===== src/rtl/adder_job_sequencer.sv =====
// AXI4-Lite master that runs one 256-bit addition job on the serial adder slave:
// load operands, start, poll done, clear start/done, then read the eight sum words.
module adder_job_sequencer #(
    parameter int                 ADDRESS    = 32,
    parameter int                 DATA_WIDTH = 32,
    parameter logic [ADDRESS-1:0] BASE_ADDR  = '0,
    parameter int                 POLL_LIMIT = 1024
) (
    input  logic                  ACLK,
    input  logic                  ARESETN,
    input  logic                  job_valid,
    output logic                  job_ready,
    input  logic [255:0]          op_a,
    input  logic [255:0]          op_b,
    output logic                  res_valid,
    input  logic                  res_ready,
    output logic [255:0]          res_sum,
    output logic                  res_err,
    output logic [ADDRESS-1:0]    M_AWADDR,
    output logic                  M_AWVALID,
    input  logic                  M_AWREADY,
    output logic [DATA_WIDTH-1:0] M_WDATA,
    output logic [3:0]            M_WSTRB,
    output logic                  M_WVALID,
    input  logic                  M_WREADY,
    input  logic [1:0]            M_BRESP,
    input  logic                  M_BVALID,
    output logic                  M_BREADY,
    output logic [ADDRESS-1:0]    M_ARADDR,
    output logic                  M_ARVALID,
    input  logic                  M_ARREADY,
    input  logic [DATA_WIDTH-1:0] M_RDATA,
    input  logic [1:0]            M_RRESP,
    input  logic                  M_RVALID,
    output logic                  M_RREADY
);
    localparam int         POLL_W    = $clog2(POLL_LIMIT + 1);
    localparam logic [4:0] REG_START = 5'd16;
    localparam logic [4:0] REG_SUM0  = 5'd17;
    localparam logic [4:0] REG_DONE  = 5'd25;

    typedef enum logic [2:0] {
        IDLE, WR_OPS, WR_START, POLL, CLR_START, CLR_DONE, RD_RES, RESP
    } state_t;

    state_t                  state, state_next;
    logic [255:0]            a_q, b_q;
    logic [511:0]            ops;
    logic [3:0]              idx;
    logic [POLL_W-1:0]       poll_cnt;
    logic                    busy;
    logic                    aw_valid, w_valid, b_ready, ar_valid, r_ready;
    logic [ADDRESS-1:0]      addr;
    logic [DATA_WIDTH-1:0]   wdata;
    logic                    issue, txn_read, txn_done, txn_bad, abort;
    logic [4:0]              txn_reg;
    logic [DATA_WIDTH-1:0]   txn_data;

    assign ops      = {b_q, a_q};
    assign txn_done = (b_ready && M_BVALID) || (r_ready && M_RVALID);
    assign txn_bad  = (b_ready && M_BVALID && M_BRESP != 2'b00) ||
                      (r_ready && M_RVALID && M_RRESP != 2'b00);

    assign M_AWADDR  = addr;
    assign M_ARADDR  = addr;
    assign M_WDATA   = wdata;
    assign M_WSTRB   = 4'hF;
    assign M_AWVALID = aw_valid;
    assign M_WVALID  = w_valid;
    assign M_BREADY  = b_ready;
    assign M_ARVALID = ar_valid;
    assign M_RREADY  = r_ready;

    always_ff @(posedge ACLK) begin
        if (!ARESETN) state <= IDLE;
        else          state <= state_next;
    end

    // NOTE: every output of this block gets a default first, otherwise the
    // paths that skip an assignment infer latches.
    always_comb begin
        state_next = state;
        job_ready  = 1'b0;
        res_valid  = 1'b0;
        txn_reg    = '0;
        txn_data   = '0;
        txn_read   = 1'b0;
        abort      = txn_bad;
        case (state)
            IDLE: begin
                job_ready = 1'b1;
                if (job_valid) state_next = WR_OPS;
            end
            WR_OPS: begin
                txn_reg  = {1'b0, idx};
                txn_data = ops[{idx, 5'b0} +: DATA_WIDTH];
                if (txn_done) state_next = txn_bad ? RESP : (idx == 4'd15 ? WR_START : WR_OPS);
            end
            WR_START: begin
                txn_reg  = REG_START;
                txn_data = DATA_WIDTH'(1);
                if (txn_done) state_next = txn_bad ? RESP : POLL;
            end
            POLL: begin
                txn_reg  = REG_DONE;
                txn_read = 1'b1;
                if (txn_done) begin
                    if (txn_bad)                                   state_next = RESP;
                    else if (M_RDATA != '0)                        state_next = CLR_START;
                    else if (poll_cnt == POLL_W'(POLL_LIMIT - 1)) begin
                        state_next = RESP;
                        abort      = 1'b1;
                    end
                end
            end
            CLR_START: begin
                txn_reg = REG_START;
                if (txn_done) state_next = txn_bad ? RESP : CLR_DONE;
            end
            CLR_DONE: begin
                txn_reg = REG_DONE;
                if (txn_done) state_next = txn_bad ? RESP : RD_RES;
            end
            RD_RES: begin
                txn_reg  = 5'(REG_SUM0 + 5'(idx));
                txn_read = 1'b1;
                if (txn_done) state_next = (txn_bad || idx == 4'd7) ? RESP : RD_RES;
            end
            RESP: begin
                res_valid = 1'b1;
                if (res_ready) state_next = IDLE;
            end
            default: state_next = IDLE;
        endcase
        issue = !busy && state != IDLE && state != RESP;
    end

    // NOTE: operand holding registers carry no reset; they are always loaded
    // on job acceptance before anything reads them.
    always_ff @(posedge ACLK) begin
        if (state == IDLE && job_valid) begin
            a_q <= op_a;
            b_q <= op_b;
        end
    end

    always_ff @(posedge ACLK) begin
        if (!ARESETN) begin
            busy     <= 1'b0;
            aw_valid <= 1'b0;
            w_valid  <= 1'b0;
            b_ready  <= 1'b0;
            ar_valid <= 1'b0;
            r_ready  <= 1'b0;
            addr     <= '0;
            wdata    <= '0;
            idx      <= '0;
            poll_cnt <= '0;
            res_sum  <= '0;
            res_err  <= 1'b0;
        end else begin
            // One transaction in flight: the next issues only once busy clears.
            if (issue) begin
                busy <= 1'b1;
                addr <= BASE_ADDR + ADDRESS'({txn_reg, 2'b00});
                if (txn_read) begin
                    ar_valid <= 1'b1;
                    r_ready  <= 1'b1;
                end else begin
                    aw_valid <= 1'b1;
                    w_valid  <= 1'b1;
                    b_ready  <= 1'b1;
                    wdata    <= txn_data;
                end
            end
            if (aw_valid && M_AWREADY) aw_valid <= 1'b0;
            if (w_valid && M_WREADY)   w_valid  <= 1'b0;
            if (ar_valid && M_ARREADY) ar_valid <= 1'b0;
            if (b_ready && M_BVALID)   b_ready  <= 1'b0;
            if (r_ready && M_RVALID)   r_ready  <= 1'b0;
            if (txn_done)              busy     <= 1'b0;

            if (state_next != state) begin
                idx      <= '0;
                poll_cnt <= '0;
            end else if (txn_done) begin
                idx      <= idx + 4'd1;
                poll_cnt <= poll_cnt + POLL_W'(1);
            end

            if (state == IDLE && job_valid) begin
                res_sum <= '0;
                res_err <= 1'b0;
            end
            if (state == RD_RES && r_ready && M_RVALID && M_RRESP == 2'b00)
                res_sum[{idx[2:0], 5'b0} +: DATA_WIDTH] <= M_RDATA;
            if (abort) res_err <= 1'b1;
        end
    end

endmodule


===== config.mk =====
export PLATFORM = sky130hd
export DESIGN_NAME = adder_job_sequencer
export DESIGN_NICKNAME = d
export VERILOG_FILES = /design/src/rtl/adder_job_sequencer.sv
export SDC_FILE = /design/constraint.sdc
export NUM_CORES = 1
export LEC_CHECK = 0
export CAP_MARGIN = 20
export CORE_AREA = 2 2 357 359
export CTS_CLUSTER_DIAMETER = 30
export DETAILED_ROUTE_END_ITERATION = 12
export DIE_AREA = 0 0 359 361
export GPL_TIMING_DRIVEN = 0
export PLACE_DENSITY = 0.49
export SKIP_LAST_GASP = 1
export SLEW_MARGIN = 10
export SYNTH_ARGS = -nofsm -noshare
export SYNTH_HDL_FRONTEND = slang
export SYNTH_SLANG_ARGS = --single-unit

===== constraint.sdc =====
create_clock -name ACLK -period 12.2 [get_ports ACLK]
set_input_delay 1.83 -clock ACLK [delete_from_list [all_inputs] [get_ports ACLK]]
set_output_delay 1.83 -clock ACLK [all_outputs]
set_load 0.01 [all_outputs]

-- After elaboration in Yosys (flattened, before gate mapping)
Index checks and enable logic that the tools add are counted.
- shift-type cells: 3
- add/sub/neg operators: 4
- eq/ne operators: 12
- reductions and logical operators: 36
- bitwise operators: 2
- muxes and demuxes: 34
- operators with widths (operator ; count):
    $mux 256 ; 3
    $shiftx 512x10->32 ; 1
    $bwmux 256 ; 1
    $shift 32x10->256 const A ; 1
    $shiftx 32x10->256 ; 1
    $pmux 32 s2 ; 1
    $mux 3 ; 13
    $reduce_bool 32->1 ; 1
    $pmux 3 s8 ; 1
    $pmux 5 s4 ; 1
    $reduce_or 2->1 ; 10
    $logic_and 1x1->1 ; 13
    $eq 3x3->1 const B ; 4
    $mux 1 ; 12
    $add 11x1->11 const B ; 1
    $eq 11x10->1 const B ; 1
    $neg 8->10 ; 1
    $eq 3x2->1 const B ; 2
    $reduce_bool 2->1 ; 3
    $add 5x4->5 const A ; 1
    $add 4x1->4 const B ; 1
    $eq 4x3->1 const B ; 1
    $eq 4x4->1 const B ; 1
    $mux 2 ; 2
    10 further kinds ; 14
- logic and storage cells: 106
- register bits after elaboration: 830
- input bits: 557

-- Depth between registers and ports, before layout
Gate-level depths: netlist of run 1.
- word-level depth: 9
- depth in mapped cells: 13
- gate-level depth less buffers: 8

-- Least setup slack after synthesis of run 1
OpenSTA, ideal clock, no wires.
- kind: input to register
- start: input job_valid
- end: register a_q[0], enable pin
- buffers on the path: 0
- stages: 2
- slack: -0.502 ns
- setup time: 0.859 ns
- arrival time: 11.843 ns
- cell sequence: nand2_1 > inv_1
- cells in the longest elaborated chain, start to end: 1
- ends and longest elaborated chain (item ; RTL line ; source):
    start: declaration ; 11 ; input logic job_valid,
    $logic_and 1x1->1 ; 141 ; if (state == IDLE && job_valid) begin
    end signal: assignment ; 142 ; a_q <= op_a;
    end: declaration ; 47 ; logic [255:0] a_q, b_q;
No other way between the ends.
A chain may end at the register's enable or synchronous reset.

-- Worst setup path in the final report of run 1
- start: register idx[1]
- end: register res_sum[131]
- cells in the longest elaborated chain, start to end: 4
- ends and longest elaborated chain (item ; RTL line ; source):
    start: declaration ; 49 ; logic [3:0] idx;
    start signal: assignment ; 187 ; idx <= idx + 4'd1;
    $neg 8->10 (*) ; 196 ; res_sum[{idx[2:0], 5'b0} +: DATA_WIDTH] <= M_RDATA;
    $shiftx 32x10->256 / $shift 32x10->256 (equally long branches) ; 196 ;
    $bwmux 256 (*) ; 196 ;
    $mux 256 (*) ; 195 ; if (state == RD_RES && r_ready && M_RVALID && M_RRESP == 2'b00)
    end signal: assignment ; 159 ; res_sum <= '0;
    end signal: assignment ; 192 ; res_sum <= '0;
    end signal: indexed assignment ; 196 ;
    end: declaration ; 17 ; output logic [255:0] res_sum,
Every way passes the cells marked *; elsewhere a longest branch is shown, timed or not.

==> results.json, run 1 <==
{
  "status": "finished clean",
  "slew_violations": 0,
  "cts.sinks": 830,
  "vias": 23900,
  "ant_nets": 0,
  "syn_avg_cell_area_um2": 14.3,
  "fmax_ghz": 0.203,
  "ys_seq_elements": 830,
  "synth_area_um2": 32500,
  "yosysTopAreaCellShare_pct": 47.4,
  "insertion_delay_ns": 0.79,
  "grt_first_pass_wirelength_um": 190000,
  "p_leak_nw": 17.0,
  "antenna_found_initial": 75,
  "maxCapViolCount": 0,
  "power_frac_clock_pct": 57.0,
  "syn_to_final_growth_pct": 55.5,
  "ys_warn_count": 0,
  "pwr-share-comb_pct": 8.0,
  "nets": 3953,
  "synth-edff-count": 512,
  "vdd_ir_drop_max_uv": 148,
  "finalHoldViolCount": 0,
  "wire_per_inst_um": 26.6,
  "multiInputGateArea_um2": 9610,
  "cts_buffer_depth": 3,
  "die_area_um2": 130000,
  "worst_slack_ns": 7.28,
  "cp.required_ns": 12.90,
  "start_util_pct": 25.9,
  "die_w_um": 359,
  "cp-end-kind": "register",
  "die_y_um": 361,
  "final.setup.tns_ns": 0,
  "finalCriticalPeriod_ns": 4.92,
  "max_slew_margin_pct": 28.5,
  "ios": 921,
  "whs_ns": 0.464,
  "fin_cells": 5228,
  "grt_usage_pct": 21.1,
  "switching_share_pct": 23.0,
  "synth_cells": 2275,
  "gp_congestion": 0.860,
  "rows": 130,
  "p_switching_w": 0.00216,
  "synth_ff_type": "edfxtp_1",
  "hold_path.class": "register to register",
  "grt_max_degree": 41,
  "port_buffers": 829,
  "post-cts-setup-buffers": 0,
  "tightestPinTransition_ns": 1.07,
  "first_global_vias": 24500,
  "drc": 0,
  "grt-ovfl-total": 0,
  "cts_resized": 0,
  "critPathArrivalTime_ns": 5.62,
  "clock_skew_ns": 0.0445,
  "synth_area_leaders": "edfxtp_1, dfxtp_1, mux4_2",
  "startpoint_type": "register",
  "drive_gt1_share_pct": 17.7,
  "dp_hpwl_um": 108000,
  "finalCritPeriodShare_pct": 40.3,
  "fillers": 11800,
  "postCtsHoldBufs": 0,
  "seq_area_um2": 21700,
  "total_power_w": 0.00940,
  "finalSetupViolCount": 0,
  "rsz0062_at_grt": "false",
  "cts-root-buf": "clkbuf_16",
  "worstSetupPathType": "register to register",
  "numCtsBuffers": 204,
  "cp_max_fo": 10,
  "place_inst": 4836,
  "clk_pin_slew_ns": 0.05,
  "vias_per_cell": 4.58,
  "synth-seq-area-share_pct": 67.0,
  "cts_tree": "done",
  "async_reset_ff_share_pct": 0,
  "finalWirelength_um": 139000,
  "synth_top_area_cell": "edfxtp_1",
  "powerDensity_nw_per_um2": 186,
  "synth.distinct_cells": 56,
  "pre_cts_slack_ns": 7.17,
  "internal_power_w": 0.00724,
  "first_pass_iters": 7,
  "pwr-share-seq_pct": 35.0,
  "htreeDepth": 4,
  "drt_iter0_drc": 1720,
  "core_um2": 125000
}
==> final timing paths <==
kind	cells past startpoint	endpoint	from	slack, ns
setup / recovery	12	res_sum[131]$_SDFF_PN0_	idx[1]$_SDFFE_PP0N_	7.28
hold / removal	1	M_WDATA[2]$_SDFFE_PN0P_	M_WDATA[2]$_SDFFE_PN0P_	0.46
setup reg to reg	12	res_sum[131]$_SDFF_PN0_	idx[1]$_SDFFE_PP0N_	7.28
hold reg to reg	1	M_WDATA[2]$_SDFFE_PN0P_	M_WDATA[2]$_SDFFE_PN0P_	0.46
==> critical path, cell delays in order (launching register included) <==
cell and delay [ns]:
dfxtp_1 0.32, clkbuf_1 0.40, clkbuf_1 0.40, clkbuf_1 0.80, inv_1 0.23, ha_1 0.26, ha_1 0.29, nand4_1 0.23
nor4_1 0.88, buf_2 0.28, clkbuf_1 0.47, nand2_1 0.10, a21boi_0 0.17
==> flip-flops by register name, indices dropped and copies added, names as in the netlist <==
name	flops
busy	1
idx	4
res_sum	256
M_WVALID	1
M_WDATA	32
poll_cnt	11
M_RREADY	1
M_AWVALID	1
res_err	1
a_q	256
M_BREADY	1
M_ARADDR	5
b_q	256
state	3
M_ARVALID	1
==> per-layer routing <==
metal	GRT usage (%)	routed length (µm)	vias to the layer above
met2	37.4	70800	1089
met3	9.02	13600	294
li1	-	-	10800
met5	0	573	-
met4	6.24	3600	86
met1	22.7	50700	11700
==> cells in the mapped netlist, drive strengths merged (2+ instances only) <==
master and number:
a31oi 3, o211ai 6, clkbuf 152, inv 6
nor3b 2, o21ai 9, or2 9, nor3 13
buf 115, o31ai 3, nand4 2, xnor2 3
mux4 160, and3 3, and2 11, o22ai 2
xor2 4, dfxtp 318, edfxtp 512, nand3 272
mux2i 7, a21oi 19, nand2 283, nor4 12
a2111oi 3, nand2b 3, nor2 25, ha 4
a32o 31, nor2b 6, or4 2, a21boi 257
nand3b 3, conb 2
==> power by group through the flow <==
stage               Combinational [W]  Clock (W)  Sequential [W]
CTS                          0.000764    0.00544         0.00330
finish                       0.000750    0.00536         0.00329
detailed placement           0.000762          0         0.00334
global placement             0.000721          0         0.00345
global route                 0.000798    0.00560         0.00331
floorplan                    0.000318          0         0.00339
==> kinds of logic after synthesis <==
kind of cell               count (synthesis)  synth area share, %
buffers and inverters                    273                 4.10
other                                      2               0.0231
and+or+nand+nor                          650                 9.29
muxes                                    167                 11.3
xor gates and xnor gates                   7                0.189
AOI/OAI and AO/OA                        342                 7.97
DFF                                      830                 67.0
adders and majority gates                  4                0.154
==> layout make-up <==
class | instances | share of cell area [%]
timing repair buffer | 855 | 17.3
sequential | 830 | 43.1
multi-input combinational | 1228 | 19.0
buffer | 267 | 2.61
clock inverter | 119 | 2.76
inverter | 6 | 0.0520
antenna | 17 | 0.0843
tap | 1650 | 4.09
clock buffer | 256 | 11.0
==> placed cells by master (no fill, tap or decap), types with 67 or more instances in the layout <==
master           netlist  routed
clkdlybuf4s50_1        0     829
edfxtp_1             512     512
dfxtp_1              318     318
nand2_1              282     282
nand3_1              272     272
a21boi_0             257     257
clkbuf_16              0     207
clkbuf_1             152     180
mux4_2               160     160
buf_4                 65      67
==> stage by stage <==
step	instance area, µm²	util, %
6_report	50500	40.3
5_1_grt	50500	40.2
4_1_cts	50400	40.2
3_5_place_dp	43500	34.7
3_3_place_gp	43000	34.3
2_1_floorplan	32700	-
(Power assumes the default switching activity.)
==> run 2: changes to the inputs <==
==> constraint.sdc (replaced) <==
create_clock -name ACLK -period 4.3 [get_ports ACLK]
set_input_delay 0.645 -clock ACLK [delete_from_list [all_inputs] [get_ports ACLK]]
set_output_delay 0.645 -clock ACLK [all_outputs]
set_load 0.01 [all_outputs]
==> run 2 against run 1 <==
  * Combinational power grew to 2.8 times the previous value
  * Sequential share of layout area shrank 0.50 points
  * Via count grew 0.30%
  * Non-clock buffer count shrank 1
  * Routed wire length shrank 0.75%
  * Critical path depth is the same
  * Worst hold slack lost 0.32 ns
  * Cell count grew 0.27%
  * Largest power group unchanged
  * Highest routed layer unchanged
==> results.json, run 2 (synthesized netlist as in run 1, its figures left out) <==
{
  "status": "finished clean",
  "syn_to_final_growth_pct": 57.3,
  "cp-end-kind": "register",
  "drc": 0,
  "die_y_um": 361,
  "port_buffers": 829,
  "final.setup.tns_ns": 0,
  "holdPathStages": 3,
  "critical_path_depth": 12,
  "grt_usage_pct": 20.9,
  "worstSetupPathType": "register to register",
  "finalWirelength_um": 138000,
  "fin_cells": 5242,
  "drive_gt1_share_pct": 18.2,
  "final_common_cell": "clkdlybuf4s50_1",
  "grt_max_degree": 41,
  "maxCapViolCount": 0,
  "slowest_stage": "or2_2",
  "fmax_ghz": 0.250,
  "core_um2": 125000,
  "clock_skew_ns": 0.0788,
  "insertion_delay_ns": 0.83,
  "ant_nets": 0,
  "cp.required_ns": 4.96,
  "cts.sinks": 830,
  "htreeDepth": 4,
  "first_pass_iters": 5,
  "largestRegisters": "a_q (256), b_q (256), res_sum (256)",
  "place_inst": 4836,
  "finalCriticalPeriod_ns": 3.99,
  "max_slew_margin_pct": 26.3,
  "fillers": 11800,
  "nets": 3958,
  "antenna_found_initial": 74,
  "cts_buffer_depth": 3,
  "grt_first_pass_wirelength_um": 190000,
  "start_util_pct": 25.9,
  "tightestPinTransition_ns": 1.11,
  "crit_buf_inv": 6,
  "cp_top_family": "buffers and inverters",
  "post-route-util_pct": 40.7,
  "cts_tree": "done",
  "cpPeakStageDelay_ns": 0.43,
  "dp_hpwl_um": 107000,
  "grt-ovfl-total": 0,
  "clk_pin_slew_ns": 0.04,
  "critPathArrivalTime_ns": 4.65,
  "cts-root-buf": "clkbuf_16",
  "powerDensity_nw_per_um2": 545,
  "rows": 130,
  "vias": 24000,
  "post-cts-setup-buffers": 0,
  "hold_path.class": "primary input to register",
  "wire_per_inst_um": 26.4,
  "cp_common_cell": "clkbuf_1",
  "die_area_um2": 130000,
  "drt_iter0_drc": 2010,
  "cp_max_fo": 10,
  "finalSetupViolCount": 0,
  "die_w_um": 359,
  "postCtsHoldBufs": 0,
  "crit_chain": "clkbuf_1 > clkbuf_1 > clkbuf_4 > inv_1 > ha_1 > ha_1 > nand4b_1 > or2_2 > clkbuf_1 > clkbuf_1 > nand3_1 > a21boi_0",
  "slew_violations": 0,
  "finalCritPeriodShare_pct": 92.8,
  "vdd_ir_drop_max_uv": 408,
  "p_leak_nw": 17.3,
  "reg2reg_depth": 12,
  "finalHoldViolCount": 0,
  "vias_per_cell": 4.58,
  "gp_congestion": 0.853,
  "whs_ns": 0.144,
  "ios": 921,
  "numCtsBuffers": 210,
  "layout_common_cells": "clkdlybuf4s50_1, edfxtp_1, dfxtp_1",
  "first_global_vias": 24700,
  "startpoint_type": "register"
}
run 2: cell type report:
type / count / area, µm² / share of cell area, %
multi-input combinational: 1228 / 9640 / 18.9
clock inverter: 125 / 1770 / 3.46
antenna: 13 / 32.5 / 0.0637
timing repair buffer: 855 / 8760 / 17.2
tap: 1650 / 2060 / 4.04
clock buffer: 269 / 5730 / 11.2
inverter: 6 / 26.3 / 0.0514
buffer: 266 / 1320 / 2.59
sequential: 830 / 21700 / 42.6
run 2: report_power, final:
part	internal, W	leakage [nW]	switching (W)
Combinational	0.00103	6.16	0.00108
Sequential	0.00916	7.50	0.000194
Clock	0.0113	3.62	0.00506
run 2: repair_timing:
action | in CTS | in global routing
endpoints found under the setup margin | 242 | 185
gates cloned | 0 | 0
resized for setup | 5 | 11
run 2: worst paths after layout:
path,endpoint,from,slack [ns]
setup / recovery,res_sum[203]$_SDFF_PN0_,idx[1]$_SDFFE_PP0N_,0.31
hold / removal,res_sum[80]$_SDFF_PN0_,M_RDATA[16],0.14
setup reg to reg,res_sum[203]$_SDFF_PN0_,idx[1]$_SDFFE_PP0N_,0.31
hold reg to reg,M_WDATA[1]$_SDFFE_PN0P_,M_WDATA[1]$_SDFFE_PN0P_,0.46
run 2: routing by layer:
| metal | track usage [%] | routed length, µm |
|---|---|---|
| met5 | 0 | 397 |
| met4 | 5.36 | 2530 |
| met3 | 8.61 | 13200 |
| met2 | 37.1 | 71000 |
| met1 | 23.0 | 51100 |
run 2: stage by stage:
step | area, µm² | total power [W] | setup WS (ns)
final | 51100 | 0.0279 | 0.308
after global routing | 51100 | 0.0288 | -0.000147
after CTS | 51000 | 0.0281 | 0.0376
after detailed placement | 43500 | 0.0116 | -0.538
after global placement | 43100 | 0.0118 | -9.36
after floorplan | 32700 | 0.0105 | -4.76
run 2: worst register-to-register path, stage by stage, from the launching register on:
cell and delay [ns]:
dfxtp_1 0.32, clkbuf_1 0.36, clkbuf_1 0.42, clkbuf_4 0.41
inv_1 0.16, ha_1 0.21, ha_1 0.28, nand4b_1 0.42
or2_2 0.43, clkbuf_1 0.21, clkbuf_1 0.37, nand3_1 0.19
a21boi_0 0.08
